===== config.mk =====
export PLATFORM = sky130hd
export DESIGN_NAME = fixed_divider
export DESIGN_NICKNAME = d
export VERILOG_FILES = /design/src/rtl/fixed_pkg.sv /design/src/rtl/fixed_magnitude.sv /design/src/rtl/fixed_divider.sv
export SDC_FILE = /design/constraint.sdc
export NUM_CORES = 1
export LEC_CHECK = 0
export CORE_AREA = 2 2 208 230
export CTS_CLUSTER_DIAMETER = 50
export CTS_CLUSTER_SIZE = 40
export DETAILED_ROUTE_END_ITERATION = 8
export DIE_AREA = 0 0 210 232
export PLACE_DENSITY = 0.69
export SYNTH_ARGS = -nofsm -noshare
export SYNTH_HDL_FRONTEND = slang
export SYNTH_SLANG_ARGS = --single-unit

===== constraint.sdc =====
create_clock -name clk -period 17.45 [get_ports clk]
set_clock_uncertainty 0.05 [all_clocks]
set_input_delay 3.49 -clock clk [delete_from_list [all_inputs] [get_ports clk]]
set_output_delay 3.49 -clock clk [all_outputs]
set_load 0.02 [all_outputs]

===== src/rtl/fixed_pkg.sv =====
// fixed_pkg: shared types and constants for the Q31.32 fixed-point datapath.
//   FIXED_WIDTH / FIXED_FRAC : word width and fractional bit count
//   fixed_t                  : 64-bit two's-complement Q31.32 word
//   FIXED_MAX_POS/NEG        : symmetric saturation limits (-2^63 never produced)
//   div_state_t              : divider FSM states
package fixed_pkg;

    localparam int FIXED_WIDTH = 64;
    localparam int FIXED_FRAC  = 32;

    typedef logic [FIXED_WIDTH-1:0] fixed_t;

    localparam fixed_t FIXED_MAX_POS = 64'h7FFF_FFFF_FFFF_FFFF;
    localparam fixed_t FIXED_MAX_NEG = 64'h8000_0000_0000_0001;

    typedef enum logic [1:0] {
        IDLE,
        CALC,
        FINAL,
        DONE
    } div_state_t;

endpackage


===== src/rtl/fixed_magnitude.sv =====
// fixed_magnitude: combinational two's-complement absolute value.
//   val_i : signed Q31.32 word
//   mag_o : unsigned magnitude; -2^63 maps to 2^63 (fits in 64 unsigned bits)
module fixed_magnitude
    import fixed_pkg::*;
(
    input  fixed_t                 val_i,
    output logic [FIXED_WIDTH-1:0] mag_o
);

    assign mag_o = val_i[FIXED_WIDTH-1] ? (~val_i + 64'd1) : val_i;

endmodule


===== src/rtl/fixed_divider.sv =====
// fixed_divider: sequential signed Q31.32 divider, c = a / b, one quotient bit
// per cycle (restoring division on magnitudes, sign applied at the end).
//   clk, rst         : clock, asynchronous active-high reset
//   in_valid/in_ready: operand handshake (in_ready only in IDLE)
//   a, b             : dividend, divisor (sampled only at accept)
//   out_valid/out_ready : result handshake, result held until accepted
//   c                : quotient, saturated on overflow / divide by zero
//   ovf, dz          : overflow and divide-by-zero flags
// Build option: define FIXED_DIVIDER_ROUND_EN for round-half-away-from-zero
// (one extra guard-bit iteration); default build truncates toward zero.
module fixed_divider
    import fixed_pkg::*;
#(
    parameter int WIDTH = FIXED_WIDTH,
    parameter int FRAC  = FIXED_FRAC
) (
    input  logic             clk,
    input  logic             rst,
    input  logic             in_valid,
    output logic             in_ready,
    input  logic [WIDTH-1:0] a,
    input  logic [WIDTH-1:0] b,
    output logic             out_valid,
    input  logic             out_ready,
    output logic [WIDTH-1:0] c,
    output logic             ovf,
    output logic             dz
);

    localparam int ITER = WIDTH + FRAC;
`ifdef FIXED_DIVIDER_ROUND_EN
    // Extra iteration produces the guard bit in quo_q[0].
    localparam int NIT = ITER + 1;
`else
    localparam int NIT = ITER;
`endif
    localparam int CW = $clog2(NIT + 1);

    div_state_t       state_q, state_d;
    logic             sign_q, sign_d;
    logic             bz_q, bz_d;           // divisor was zero
    logic [WIDTH-1:0] magb_q, magb_d;
    logic [NIT-1:0]   dvd_q, dvd_d;         // dividend, consumed MSB-first
    logic [WIDTH-1:0] rem_q, rem_d;         // always < |b| <= 2^63
    logic [NIT-1:0]   quo_q, quo_d;
    logic [CW-1:0]    cnt_q, cnt_d;
    logic [WIDTH-1:0] c_q, c_d;
    logic             ovf_q, ovf_d;
    logic             dz_q, dz_d;
    logic             ov_q, ov_d;

    logic [WIDTH-1:0] mag_a, mag_b;
    logic [WIDTH:0]   rem_sh;
    logic [NIT-1:0]   mag_fin;
    logic [WIDTH-1:0] mag_lo;
    logic             ovf_fin;

    fixed_magnitude u_mag_a (.val_i(a), .mag_o(mag_a));
    fixed_magnitude u_mag_b (.val_i(b), .mag_o(mag_b));

    // Remainder may briefly reach 2*|b|-1 after the shift, hence one extra bit.
    assign rem_sh = {rem_q, dvd_q[NIT-1]};

`ifdef FIXED_DIVIDER_ROUND_EN
    // Adding the guard bit to the magnitude rounds half away from zero.
    assign mag_fin = {1'b0, quo_q[NIT-1:1]} + NIT'(quo_q[0]);
`else
    assign mag_fin = quo_q;
`endif
    assign mag_lo  = mag_fin[WIDTH-1:0];
    assign ovf_fin = |mag_fin[NIT-1:WIDTH-1];

    assign in_ready  = (state_q == IDLE);
    assign out_valid = ov_q;
    assign c         = c_q;
    assign ovf       = ovf_q;
    assign dz        = dz_q;

    always_comb begin
        state_d = state_q;
        sign_d  = sign_q;
        bz_d    = bz_q;
        magb_d  = magb_q;
        dvd_d   = dvd_q;
        rem_d   = rem_q;
        quo_d   = quo_q;
        cnt_d   = cnt_q;
        c_d     = c_q;
        ovf_d   = ovf_q;
        dz_d    = dz_q;
        ov_d    = ov_q;

        case (state_q)
            IDLE: begin
                if (in_valid) begin
                    sign_d  = a[WIDTH-1] ^ b[WIDTH-1];
                    bz_d    = (b == '0);
                    magb_d  = mag_b;
                    dvd_d   = {mag_a, {(NIT-WIDTH){1'b0}}};
                    rem_d   = '0;
                    quo_d   = '0;
                    cnt_d   = CW'(NIT - 1);
                    state_d = (b == '0) ? FINAL : CALC;
                end
            end
            CALC: begin
                dvd_d = dvd_q << 1;
                if (rem_sh >= {1'b0, magb_q}) begin
                    // True difference is < |b|, so the low WIDTH bits are exact.
                    rem_d = rem_sh[WIDTH-1:0] - magb_q;
                    quo_d = {quo_q[NIT-2:0], 1'b1};
                end else begin
                    rem_d = rem_sh[WIDTH-1:0];
                    quo_d = {quo_q[NIT-2:0], 1'b0};
                end
                cnt_d = cnt_q - 1'b1;
                if (cnt_q == '0) state_d = FINAL;
            end
            FINAL: begin
                dz_d  = 1'b0;
                ovf_d = 1'b0;
                if (bz_q) begin
                    // b == 0 so sign_q is the sign of a; dvd_q still holds |a|.
                    dz_d = 1'b1;
                    if (dvd_q == '0)  c_d = '0;
                    else if (sign_q)  c_d = FIXED_MAX_NEG;
                    else              c_d = FIXED_MAX_POS;
                end else if (ovf_fin) begin
                    ovf_d = 1'b1;
                    c_d   = sign_q ? FIXED_MAX_NEG : FIXED_MAX_POS;
                end else if (mag_lo == '0) begin
                    c_d = '0;
                end else begin
                    c_d = sign_q ? (~mag_lo + 1'b1) : mag_lo;
                end
                ov_d    = 1'b1;
                state_d = DONE;
            end
            DONE: begin
                if (out_ready) begin
                    ov_d    = 1'b0;
                    state_d = IDLE;
                end
            end
            default: state_d = IDLE;
        endcase
    end

    always_ff @(posedge clk or posedge rst) begin
        if (rst) begin
            state_q <= IDLE;
            sign_q  <= 1'b0;
            bz_q    <= 1'b0;
            magb_q  <= '0;
            dvd_q   <= '0;
            rem_q   <= '0;
            quo_q   <= '0;
            cnt_q   <= '0;
            c_q     <= '0;
            ovf_q   <= 1'b0;
            dz_q    <= 1'b0;
            ov_q    <= 1'b0;
        end else begin
            state_q <= state_d;
            sign_q  <= sign_d;
            bz_q    <= bz_d;
            magb_q  <= magb_d;
            dvd_q   <= dvd_d;
            rem_q   <= rem_d;
            quo_q   <= quo_d;
            cnt_q   <= cnt_d;
            c_q     <= c_d;
            ovf_q   <= ovf_d;
            dz_q    <= dz_d;
            ov_q    <= ov_d;
        end
    end

endmodule


# --- Yosys cells after proc, flatten, opt, wreduce, memory -nomap -nowiden ---
# Index checks and enable logic that the tools add are counted.
op_classes:
  shifts: 0
  n_lt_le_gt_ge: 1
  mux: 28
  n_reduce_logical: 12
  mul: 0
  addsub: 5
  n_eq_ne: 6
  bitwise: 4
  n_div: 0
op_table:
  columns: ["cell", "count"]
  rows:
  - ["64-bit two-way mux", 10]
  - ["96-bit one-hot mux with 2 select lines", 2]
  - ["64-bit by 1-bit adder with 64-bit output (second input constant)", 3]
  - ["96-bit two-way mux", 2]
  - ["64-bit inverter", 3]
  - ["64-bit zero test", 2]
  - ["64-bit one-hot mux with 2 select lines", 1]
  - ["96-bit zero test", 1]
  - ["65-bit by 64-bit >= comparator with 1-bit output", 1]
  - ["64-bit subtractor", 1]
  - ["33-bit OR reduction", 1]
  - ["7-bit one-hot mux with 2 select lines", 1]
  - ["2-bit two-way mux", 4]
  - ["2-bit one-hot mux with 4 select lines", 1]
  - ["7-bit zero test", 1]
  - ["7-bit two-way mux", 1]
  - ["7-bit by 1-bit subtractor with 7-bit output (second input constant)", 1]
  - ["2-bit inequality test (second input constant)", 3]
  - ["2-bit AND reduction", 3]
  - ["1-bit two-way mux", 5]
  - ["2-bit == test (second input constant)", 2]
  - ["2-bit nonzero test", 2]
  - ["3-bit AND reduction", 1]
  - ["2-bit by 1-bit == test with 1-bit output (second input constant)", 1]
  - ["3 further kinds", 3]
word_totals:
  mem_bits_ro: 0
  out_inout_bits: 68
  ram_bits: 0
  latch_bits: 0
  input_bits: 132
  register_bits: 398
  mem_count: 0

# --- Depth between registers and ports, before layout ---
# Gate-level depths: netlist (run 1).
depth:
  depth_word: 6
  mapped_depth: 17
  mapped_depth_nobuf: 14

# --- Modules after synthesis ---
# From an unflattened synthesis (run 1), not the netlist that was laid out.
hier_totals:
  cells_unflattened: 2649
  hier_area_um2: 24020.5
modules_own_cells:
  columns: ["module", "area_each_um2", "seq_area_each_um2", "cells_each", "instances"]
  rows:
  - ["fixed_divider", 20992.6, 9158.8, 2211, 1]
  - ["fixed_magnitude", 1514.0, 0.0, 219, 2]

# --- Worst setup path after synthesis (run 1) ---
# No wires, ideal clock.
synth_path:
  path_kind: "input to register"
  start: "input port b[11]"
  end: "register magb_q[59]"
  required_ns: 17.267
  n_path_buf: 0
  cell_stages: 11
  t_arrival_ns: 6.534
  path_slack_ns: 10.733
  path_cell_list: "or4_1 > or3_1 > or4_4 > nand3b_1 > nand2b_4 > nand2b_1 > or2_2 > nand2b_4 > o41ai_1 > xor2_1 > o21ai_0"
synth_via:
  elab_chain_len: 3
synth_rtl:
  columns: ["element", "line", "source"]
  rows:
  - ["start, declared", "fixed_divider.sv:22", "input logic [WIDTH-1:0] b,"]
  - ["64-bit inverter", "fixed_magnitude.sv:11", "assign mag_o = val_i[FIXED_WIDTH-1] ? (~val_i + 64'd1) : val_i;"]
  - ["64-bit by 1-bit adder with 64-bit output", "fixed_magnitude.sv:11", null]
  - ["64-bit two-way mux", "fixed_magnitude.sv:11", null]
  - ["end signal, assigned", "fixed_divider.sv:167", "magb_q <= magb_d;"]
  - ["end, declared", "fixed_divider.sv:42", "logic [WIDTH-1:0] magb_q, magb_d;"]
# Every way passes these cells.
# A chain may end at the register's enable or synchronous reset.

# --- Final worst setup path (run 1) ---
layout_path:
  start: "input port b[9]"
  end: "register magb_q[59]"
# The elaborated chain is that of the path after synthesis.

==> results.py, run 1 <==
metrics = {
    "synthesis": {
        "avgSynthCellArea_um2": 8.53,
        "synth-seq-area-share": 0.399,
        "postSynthCellCount": 2690,
        "netlist_area_um2": 22900,
        "ys.flop_type": "dfrtp_1",
        "yosys_warnings": 0,
        "synth_edf_count": 0,
        "synthArstFlopShare": 1.00,
        "ys_types": 74,
        "synthesis.nets": 2896,
        "synth_seq_cells": 366,
    },
    "global_routing": {
        "grtUsageTotal": 0.249,
        "antenna_found_initial": 1,
        "gr-total-overflow": 0,
        "grt_pass1_wl_mm": 99.9,
        "grt_max_degree": 181,
        "grt_pass1_vias": 19600,
    },
    "run_status": {
        "status": "complete, no violations",
    },
    "critical_path": {
        "worstSetupStartpointType": "input pin",
        "reg2reg_from": "dvd_q[95]",
        "r2r-end": "rem_q[52]",
        "cp.required_ns": 17.78,
        "slowest_stage": "or4_1",
        "cp-end-kind": "flip-flop",
        "crit_start": "b[9]",
        "regToRegSetupSlack_ns": 12.91,
        "crit_path_frequent_cell": "nand2b_4",
        "cp_max_fo": 6,
        "crit_arrival_ns": 7.50,
        "rr_worst_depth": 14,
        "max_stage_delay_ns": 0.60,
        "path_class": "in2reg",
        "path_cells": "clkdlybuf4s50_1 -> or4_1 -> or3_1 -> or4_4 -> nand3b_1 -> nand2b_4 -> nand2b_1 -> or2_2 -> nand2b_4 -> o41ai_1 -> xor2_1 -> o21ai_0",
    },
    "worst_hold_path": {
        "min_to": "magb_q[32]",
        "min_path_type": "reg2reg",
        "hold_start": "magb_q[32]",
        "hold_path_depth": 2,
    },
    "cts": {
        "clk_path_buf_depth": 3,
        "hold_buffers": 0,
        "cts.sinks": 366,
        "cts_buffers": 38,
        "cts_tree": "done",
        "root_buffer": "clkbuf_16",
        "post_cts_buffers": 0,
        "clk_pin_slew_ns": 0.07,
        "cts_htree_levels": 2,
        "clk-insertion-delay-late_ns": 0.58,
        "cts_resized": 0,
    },
    "finish": {
        "final_layout_size_suffix_gt1_frac": 0.0439,
        "nets": 2976,
        "fillCellCount": 4225,
        "synthToLayoutAreaGrowth_pct": 15.3,
        "multi_input_area_um2": 12500,
        "seqCellArea_um2": 9160,
    },
    "floorplanning": {
        "core_area_um2": 46400,
        "io-pin-count": 200,
        "row_count": 83,
        "die_area_um2": 48700,
        "die_w_um": 210,
        "die_h_um": 232,
        "initial_utilization": 0.494,
    },
    "placed_design": {
        "preCtsSetupSlack_ns": 9.74,
        "post-dp-hpwl_mm": 42.8,
        "globalplace.congestion": 0.923,
        "port-buffer-count": 199,
    },
    "route": {
        "drt_iter0_markers": 1753,
        "first_pass_iters": 5,
        "remaining_drc_errors": 0,
        "vias_per_cell": 5.95,
        "wl_mm": 60.6,
        "wl_per_cell_um": 17.9,
        "vias": 20200,
        "ant_nets": 0,
    },
    "timing": {
        "rsz0062_at_grt": "false",
        "fin_ws_ns": 10.28,
        "fin_crit_sh": 0.411,
        "setup_viol": 0,
        "hold-worst-slack_ns": 0.431,
        "tightest_slew_ns": 1.26,
        "fin_setup_tns_ns": 0,
        "finalHoldViolCount": 0,
        "min_period_ns": 7.17,
        "relSlewSlack": 0.156,
        "slew_violations": 0,
        "max_freq_mhz": 139,
    },
    "flow_run": {
        "maxCapViolCount": 0,
    },
    "power": {
        "pwr_density_cell_nw_per_um2": 146,
        "power.total_mw": 3.87,
        "vdd_drop_max_v": 0.000132,
        "p_leak_nw": 11.6,
    },
}
-- worst max path at each step --
stage | end | slack (ns)
after floorplan | bz_q | 3.75
after global placement | magb_q[59] | 9.80
after detailed placement | magb_q[59] | 9.74
after CTS | magb_q[59] | 10.32
after global routing | magb_q[61] | 10.13
final | magb_q[59] | 10.28
-- critical path, delay by kind of cell --
kind | cells | cell delay [ns]
simple gates | 8 | 2.94
buf+inv | 1 | 0.47
compound gates | 2 | 0.41
xor+xnor | 1 | 0.17
-- layout by cell type (no fill, tap or decap), types with 42 or more instances in the layout --
cell type        Yosys  routed
dfrtp_1            366     366
nand2_1            333     332
o21ai_0            319     319
clkdlybuf4s50_1      0     197
a21oi_1            176     176
xor2_1             160     160
nor2_1             158     158
inv_1              153     152
a22o_1              92      92
ha_1                73      71
o31ai_1             66      66
o221ai_1            58      58
xnor2_1             52      52
nor3_1              48      48
nor4_1              42      42
-- where the power goes --
part / internal, mW / switching, mW
registers: 1.05 / 0.144
clock network: 0.469 / 0.380
logic: 0.639 / 1.19
total: 2.15 / 1.71
-- flip-flops by register name (all words and copies together), names as in the netlist --
register   flops
bz_q           1
c             64
cnt_q          7
dvd_q         64
dz             1
mag_fin       96
magb_q        64
out_valid      1
ovf            1
rem_q         64
sign_q         1
state_q        2
-- cell families after synthesis --
logic type | Yosys count | synth area share
adders and majority gates | 74 | 0.0407
buffers and inverters | 329 | 0.0556
AOI/OAI and AO/OA | 884 | 0.245
muxes | 38 | 0.0166
DFF | 366 | 0.399
and+or+nand+nor | 786 | 0.161
xor gates and xnor gates | 213 | 0.0816
-- per-stage QoR --
| stage | cell area (µm²) | cells | util |
|---|---|---|---|
| after CTS | 26400 | 3394 | 0.570 |
| after detailed placement | 25200 | 3325 | 0.542 |
| after global placement | 25200 | 3325 | 0.542 |
| final | 26400 | 3395 | 0.570 |
| after floorplan | 22900 | 2690 | - |
| after global routing | 26400 | 3395 | 0.570 |
-- routing by layer --
layer	vias to the layer above	global-route usage	wire length, µm
met4	0	0.0844	1800
met5	-	0	0
met1	9750	0.334	26900
li1	9791	-	-
met3	107	0.0268	2750
met2	555	0.422	29200
-- layout make-up --
class	count	share of cell area
multi-input cells	1995	0.474
clock inverters	23	0.00984
inverters	153	0.0220
clock buffers	46	0.0390
well taps	595	0.0281
repair buffers	216	0.0802
flip-flops and latches	366	0.346
diodes	1	0.0000946
-- synth_stat cells, types with 7 or more instances --
master / n / area, µm²
a211oi_1: 12 / 90.1
a21o_1: 37 / 278
a21oi_1: 176 / 881
a221oi_1: 7 / 61.3
a22o_1: 92 / 806
a22oi_1: 13 / 97.6
a31oi_1: 15 / 93.8
and3_1: 9 / 56.3
buf_1: 10 / 37.5
clkbuf_1: 158 / 593
dfrtp_1: 366 / 9160
ha_1: 73 / 913
inv_1: 153 / 574
mux2i_1: 37 / 370
nand2_1: 333 / 1250
nand2b_1: 19 / 119
nand3_1: 28 / 140
nand4_1: 28 / 175
nor2_1: 158 / 593
nor2b_1: 14 / 87.6
nor3_1: 48 / 240
nor4_1: 42 / 263
o211ai_1: 9 / 67.6
o21a_1: 16 / 120
o21ai_0: 319 / 1600
o21bai_1: 9 / 67.6
o221ai_1: 58 / 508
o22ai_1: 11 / 68.8
o31ai_1: 66 / 495
o41ai_1: 21 / 184
or2_2: 15 / 93.8
or3_1: 39 / 244
or4_1: 21 / 158
xnor2_1: 52 / 455
xor2_1: 160 / 1400
No activity file was read; power rests on OpenSTA's default activity.
==> inputs of run 2 (changes only) <==
--- a/config.mk
+++ b/config.mk
@@ -10,7 +10,7 @@
 export CTS_CLUSTER_SIZE = 40
 export DETAILED_ROUTE_END_ITERATION = 8
 export DIE_AREA = 0 0 210 232
-export PLACE_DENSITY = 0.69
+export PLACE_DENSITY = 0.72
 export SYNTH_ARGS = -nofsm -noshare
 export SYNTH_HDL_FRONTEND = slang
 export SYNTH_SLANG_ARGS = --single-unit
==> constraint.sdc (replaced) <==
create_clock -name clk -period 6.4 [get_ports clk]
set_clock_uncertainty 0.05 [all_clocks]
set_input_delay 1.28 -clock clk [delete_from_list [all_inputs] [get_ports clk]]
set_output_delay 1.28 -clock clk [all_outputs]
set_load 0.02 [all_outputs]
==> results.py, run 2 (same netlist as run 1, synthesis figures left out) <==
metrics = {
    "worst_hold_path": {
        "hold_path_depth": 2,
        "hold_start": "magb_q[21]",
        "min_to": "magb_q[21]",
        "min_path_type": "reg2reg",
    },
    "cts": {
        "hold_buffers": 0,
        "cts.sinks": 366,
        "cts_resized": 0,
        "clk_pin_slew_ns": 0.07,
        "cts_htree_levels": 2,
        "cts_tree": "done",
        "root_buffer": "clkbuf_16",
        "cts_buffers": 41,
        "post_cts_buffers": 0,
        "clk_path_buf_depth": 3,
        "clk-insertion-delay-late_ns": 0.59,
    },
    "placed_design": {
        "globalplace.congestion": 0.906,
        "dp_cells": 3326,
        "post-dp-hpwl_mm": 43.3,
        "port-buffer-count": 199,
    },
    "floorplanning": {
        "io-pin-count": 200,
        "die_area_um2": 48700,
        "die_w_um": 210,
        "core_area_um2": 46400,
        "die_h_um": 232,
        "row_count": 83,
        "initial_utilization": 0.494,
    },
    "power": {
        "internal_power_mw": 6.05,
        "p_seq_frac": 0.301,
        "p_sw_frac": 0.438,
        "p_leak_nw": 11.7,
        "pwr_density_cell_nw_per_um2": 405,
        "combPwrFrac": 0.466,
        "power_frac_clock": 0.233,
        "vdd_drop_max_v": 0.000310,
        "power_switching_mw": 4.72,
    },
    "finish": {
        "final_common_cell": "dfrtp_1",
        "final_layout_size_suffix_gt1_frac": 0.0456,
        "diodes": 0,
        "nets": 2980,
        "synthToLayoutAreaGrowth_pct": 15.9,
        "largest_register_ffs": 96,
        "final_cell_mix": "dfrtp_1 (366), nand2_1 (332), o21ai_0 (319), clkdlybuf4s50_1 (197), a21oi_1 (176)",
        "multi_input_area_um2": 12500,
        "seqCellArea_um2": 9160,
        "fillCellCount": 4145,
        "fin_cells": 3399,
    },
    "global_routing": {
        "grt_pass1_vias": 19700,
        "grt_max_degree": 183,
        "gr-total-overflow": 0,
        "antenna_found_initial": 1,
        "grt_pass1_wl_mm": 100,
        "grtUsageTotal": 0.250,
    },
    "critical_path": {
        "max_stage_delay_ns": 1.03,
        "critPathTopFamily": "compound AO/OA/AOI/OAI gates",
        "slowest_stage": "nor2_1",
        "cp-end-kind": "flip-flop",
        "reg2reg_from": "dvd_q[95]",
        "worstSetupStartpointType": "flip-flop",
        "cp.required_ns": 6.85,
        "crit_path_frequent_cell": "a31oi_1",
        "path_cells": "inv_1 -> ha_1 -> nor2b_1 -> o31a_1 -> o31ai_1 -> nand4b_1 -> a31oi_1 -> a31oi_1 -> a41o_1 -> a211o_2 -> nor2_1 -> nand2_1 -> o211ai_1",
        "rr_worst_depth": 13,
        "regToRegSetupSlack_ns": 1.43,
        "path_class": "reg2reg",
        "crit_buf_inv": 1,
        "cp_max_fo": 34,
        "crit_arrival_ns": 5.42,
        "r2r-end": "rem_q[61]",
    },
    "route": {
        "vias": 20300,
        "first_pass_iters": 6,
        "vias_per_cell": 5.97,
        "remaining_drc_errors": 0,
        "drt_iter0_markers": 1634,
        "ant_nets": 0,
        "wl_mm": 61.5,
        "wl_per_cell_um": 18.1,
    },
    "run_status": {
        "status": "complete, no violations",
    },
    "timing": {
        "slew_violations": 0,
        "min_period_ns": 4.97,
        "max_freq_mhz": 201,
        "fin_setup_tns_ns": 0,
        "finalHoldViolCount": 0,
        "relSlewSlack": 0.197,
        "tightest_slew_ns": 1.20,
        "fin_crit_sh": 0.777,
        "rsz0062_at_grt": "false",
        "setup_viol": 0,
    },
    "flow_run": {
        "maxCapViolCount": 0,
    },
}
==> run 2: cell types whose count changed in the layout (fill, tap and decap cells not counted), sizes merged <==
| cell | delta |
|---|---|
| buf | +1 |
| bufinv | +3 |
| clkbuf | +1 |
| clkinv | +5 |
| clkinvlp | -2 |
| diode | -1 |
| inv | -3 |
==> run 2: how the worst max path moves through the flow <==
stage / slack [ns] / depth (start not counted) / end / start
floorplan: 0.16 / 1 / bz_q / rst
global placement: 1.00 / 12 / magb_q[59] / b[9]
detailed placement: 0.94 / 12 / magb_q[59] / b[9]
CTS: 1.48 / 13 / rem_q[61] / dvd_q[95]
global route: 1.13 / 13 / rem_q[51] / magb_q[1]
finish: 1.43 / 13 / rem_q[61] / dvd_q[95]
==> run 2: routing by layer <==
metal,track usage,part of all wire,wire (µm),vias up
met3,0.0300,0.046,2820,120
li1,-,-,-,9797
met2,0.430,0.49,30100,582
met1,0.326,0.44,26900,9775
met4,0.0880,0.028,1710,2
met5,0,0.00018,11,-
==> run 2: power groups by stage <==
stage          Clock (mW)  Sequential [mW]  Combinational [mW]
2_1_floorplan           0             3.20                3.74
3_3_place_gp            0             3.25                4.85
3_5_place_dp            0             3.28                4.96
4_1_cts              2.56             3.24                4.98
5_1_grt              2.65             3.31                5.60
6_report             2.51             3.25                5.01
==> run 2: stage by stage <==
step / setup WS, ns / util / power (mW) / instance area [µm²] / hold slack [ns]
floorplan: 0.160 / - / 6.94 / 22900 / 0.400
global placement: 1.00 / 0.542 / 8.10 / 25200 / 0.413
detailed placement: 0.938 / 0.542 / 8.24 / 25200 / 0.421
CTS: 1.48 / 0.573 / 10.8 / 26600 / 0.433
global route: 1.13 / 0.573 / 11.6 / 26600 / 0.457
finish: 1.43 / 0.573 / 10.8 / 26600 / 0.427
==> run 2: tightest hold or removal path: cells and delay by family (launching register included) <==
kind            cells  cell delay, ns
flops               1            0.34
compound gates      1            0.06
simple gates        1            0.05
==> run 2: layout make-up <==
cell class | count | area share
Clock buffer | 47 | 0.0406
Clock inverter | 26 | 0.0127
Inverter | 153 | 0.0217
Multi-Input combinational cell | 1995 | 0.472
Sequential cell | 366 | 0.345
Tap cell | 595 | 0.0280
Timing Repair Buffer | 217 | 0.0806
==> inputs of run 3 (changes only) <==
--- a/config.mk
+++ b/config.mk
@@ -10,7 +10,7 @@
 export CTS_CLUSTER_SIZE = 40
 export DETAILED_ROUTE_END_ITERATION = 8
 export DIE_AREA = 0 0 210 232
-export PLACE_DENSITY = 0.72
+export PLACE_DENSITY = 0.69
 export SYNTH_ARGS = -nofsm -noshare
 export SYNTH_HDL_FRONTEND = slang
 export SYNTH_SLANG_ARGS = --single-unit
==> constraint.sdc (replaced) <==
create_clock -name clk -period 5.2 [get_ports clk]
set_clock_uncertainty 0.05 [all_clocks]
set_input_delay 1.04 -clock clk [delete_from_list [all_inputs] [get_ports clk]]
set_output_delay 1.04 -clock clk [all_outputs]
set_load 0.02 [all_outputs]
==> results.py, run 3 (same netlist as run 1, synthesis figures left out) <==
metrics = {
    "finish": {
        "final_cell_mix": "dfrtp_1 (366), nand2_1 (332), o21ai_0 (319), clkdlybuf4s50_1 (197), a21oi_1 (176)",
        "postLayoutCoreUtil": 0.572,
        "final_common_cell": "dfrtp_1",
        "synthToLayoutAreaGrowth_pct": 15.8,
        "final_layout_size_suffix_gt1_frac": 0.0473,
        "fin_cells": 3406,
        "final_area_um2": 26600,
        "fillCellCount": 4135,
        "nets": 2988,
        "largest_register_ffs": 96,
    },
    "cts": {
        "clk-insertion-delay-late_ns": 0.58,
        "hold_buffers": 0,
        "cts_htree_levels": 2,
        "cts.sinks": 366,
        "post_cts_buffers": 0,
        "cts_buffers": 38,
        "clk_path_buf_depth": 3,
        "cts_tree": "done",
        "clk_pin_slew_ns": 0.07,
        "cts_resized": 0,
        "root_buffer": "clkbuf_16",
    },
    "critical_path": {
        "cp_max_fo": 20,
        "rr_worst_depth": 13,
        "r2r-end": "mag_fin[0]",
        "worstSetupStartpointType": "flip-flop",
        "crit_arrival_ns": 4.86,
        "regToRegSetupSlack_ns": 0.70,
        "path_class": "reg2reg",
        "cp.required_ns": 5.55,
        "cp-end-kind": "flip-flop",
        "critPathCapture": "mag_fin[0]",
        "crit_start": "dvd_q[95]",
        "reg2reg_from": "dvd_q[95]",
    },
    "timing": {
        "tightest_slew_ns": 1.12,
        "fin_crit_sh": 0.866,
        "setup_viol": 0,
        "min_period_ns": 4.50,
        "slew_violations": 0,
        "hold-worst-slack_ns": 0.432,
        "relSlewSlack": 0.255,
        "rsz0062_at_grt": "false",
        "fin_setup_tns_ns": 0,
        "finalHoldViolCount": 0,
        "max_freq_mhz": 222,
    },
    "route": {
        "wl_per_cell_um": 17.8,
        "vias_per_cell": 5.94,
        "ant_nets": 0,
        "vias": 20200,
        "remaining_drc_errors": 0,
        "drt_iter0_markers": 1509,
        "first_pass_iters": 6,
        "wl_mm": 60.7,
    },
    "power": {
        "p_leak_nw": 11.7,
        "vdd_drop_max_v": 0.000347,
        "pwr_density_cell_nw_per_um2": 489,
    },
    "global_routing": {
        "grtUsageTotal": 0.251,
        "grt_pass1_vias": 19700,
        "gr-total-overflow": 0,
        "antenna_found_initial": 1,
        "grt_pass1_wl_mm": 101,
        "grt_max_degree": 130,
    },
    "placed_design": {
        "port-buffer-count": 199,
        "placed_area_um2": 25300,
        "globalplace.congestion": 0.890,
        "dp_cells": 3337,
        "post-dp-hpwl_mm": 43.2,
    },
    "worst_hold_path": {
        "min_path_type": "reg2reg",
    },
    "floorplanning": {
        "die_w_um": 210,
        "initial_utilization": 0.494,
        "core_area_um2": 46400,
        "die_h_um": 232,
        "die_area_um2": 48700,
        "io-pin-count": 200,
        "row_count": 83,
    },
    "run_status": {
        "status": "complete, no violations",
    },
    "flow_run": {
        "maxCapViolCount": 0,
    },
}
run 3: cell types whose count changed in the layout (fill, tap and decap cells not counted), sizes merged:
cell | previous run | this run
buf | 20 | 31
diode | 0 | 1
inv | 163 | 161
clkbuf | 47 | 46
bufinv | 5 | 3
clkinvlp | 3 | 4
clkinv | 8 | 7
run 3: cell type report:
| class | instances | area (µm²) | share of cell area |
|---|---|---|---|
| multi-input combinational | 1995 | 12500 | 0.472 |
| timing repair buffer | 228 | 2250 | 0.0847 |
| antenna | 1 | 2.50 | 0.0000942 |
| clock buffer | 46 | 1010 | 0.0381 |
| tap | 595 | 744 | 0.0280 |
| inverter | 153 | 578 | 0.0218 |
| sequential | 366 | 9160 | 0.345 |
| clock inverter | 22 | 272 | 0.0102 |
run 3: worst min-delay path by stage:
stage	startpoint	endpoint	cells past startpoint
finish	magb_q[23]	magb_q[23]	2
global route	magb_q[23]	magb_q[23]	2
CTS	magb_q[10]	magb_q[10]	2
detailed placement	c[36]	c[36]	1
global placement	c[36]	c[36]	1
floorplan	magb_q[10]	magb_q[10]	2
run 3: power breakdown:
part	leakage [nW]	internal, mW	switching, mW
Combinational	6.24	2.18	3.98
Clock	0.620	1.58	1.25
Sequential	4.85	3.51	0.489
Total	11.7	7.27	5.72
run 3: layer usage:
metal  global-route usage  part of all wire  vias up
met5                    0                 0        -
met4               0.0964             0.038        0
met3               0.0346             0.046      133
met2                0.422              0.48      532
met1                0.328              0.44     9742
li1                     -                 -     9828
run 3: critical path: stages (launching register included):
cell,delay (ns)
dfrtp_1,0.47
inv_1,0.20
ha_1,0.22
nor2b_1,0.07
o31a_1,0.27
o31ai_1,0.36
nand4b_1,0.16
a31oi_1,0.38
a31oi_1,0.36
a41o_1,0.37
a211o_2,0.44
nand2_1,0.60
buf_4,0.30
o21ai_0,0.10
run 3: metrics by stage:
step                      worst slack (ns)  total power, mW
final                                0.696             13.0
after global routing                 0.479             14.0
after CTS                            0.716             13.1
after floorplan                     -0.800             8.54
after global placement               0.176             10.0
after detailed placement             0.176             10.2
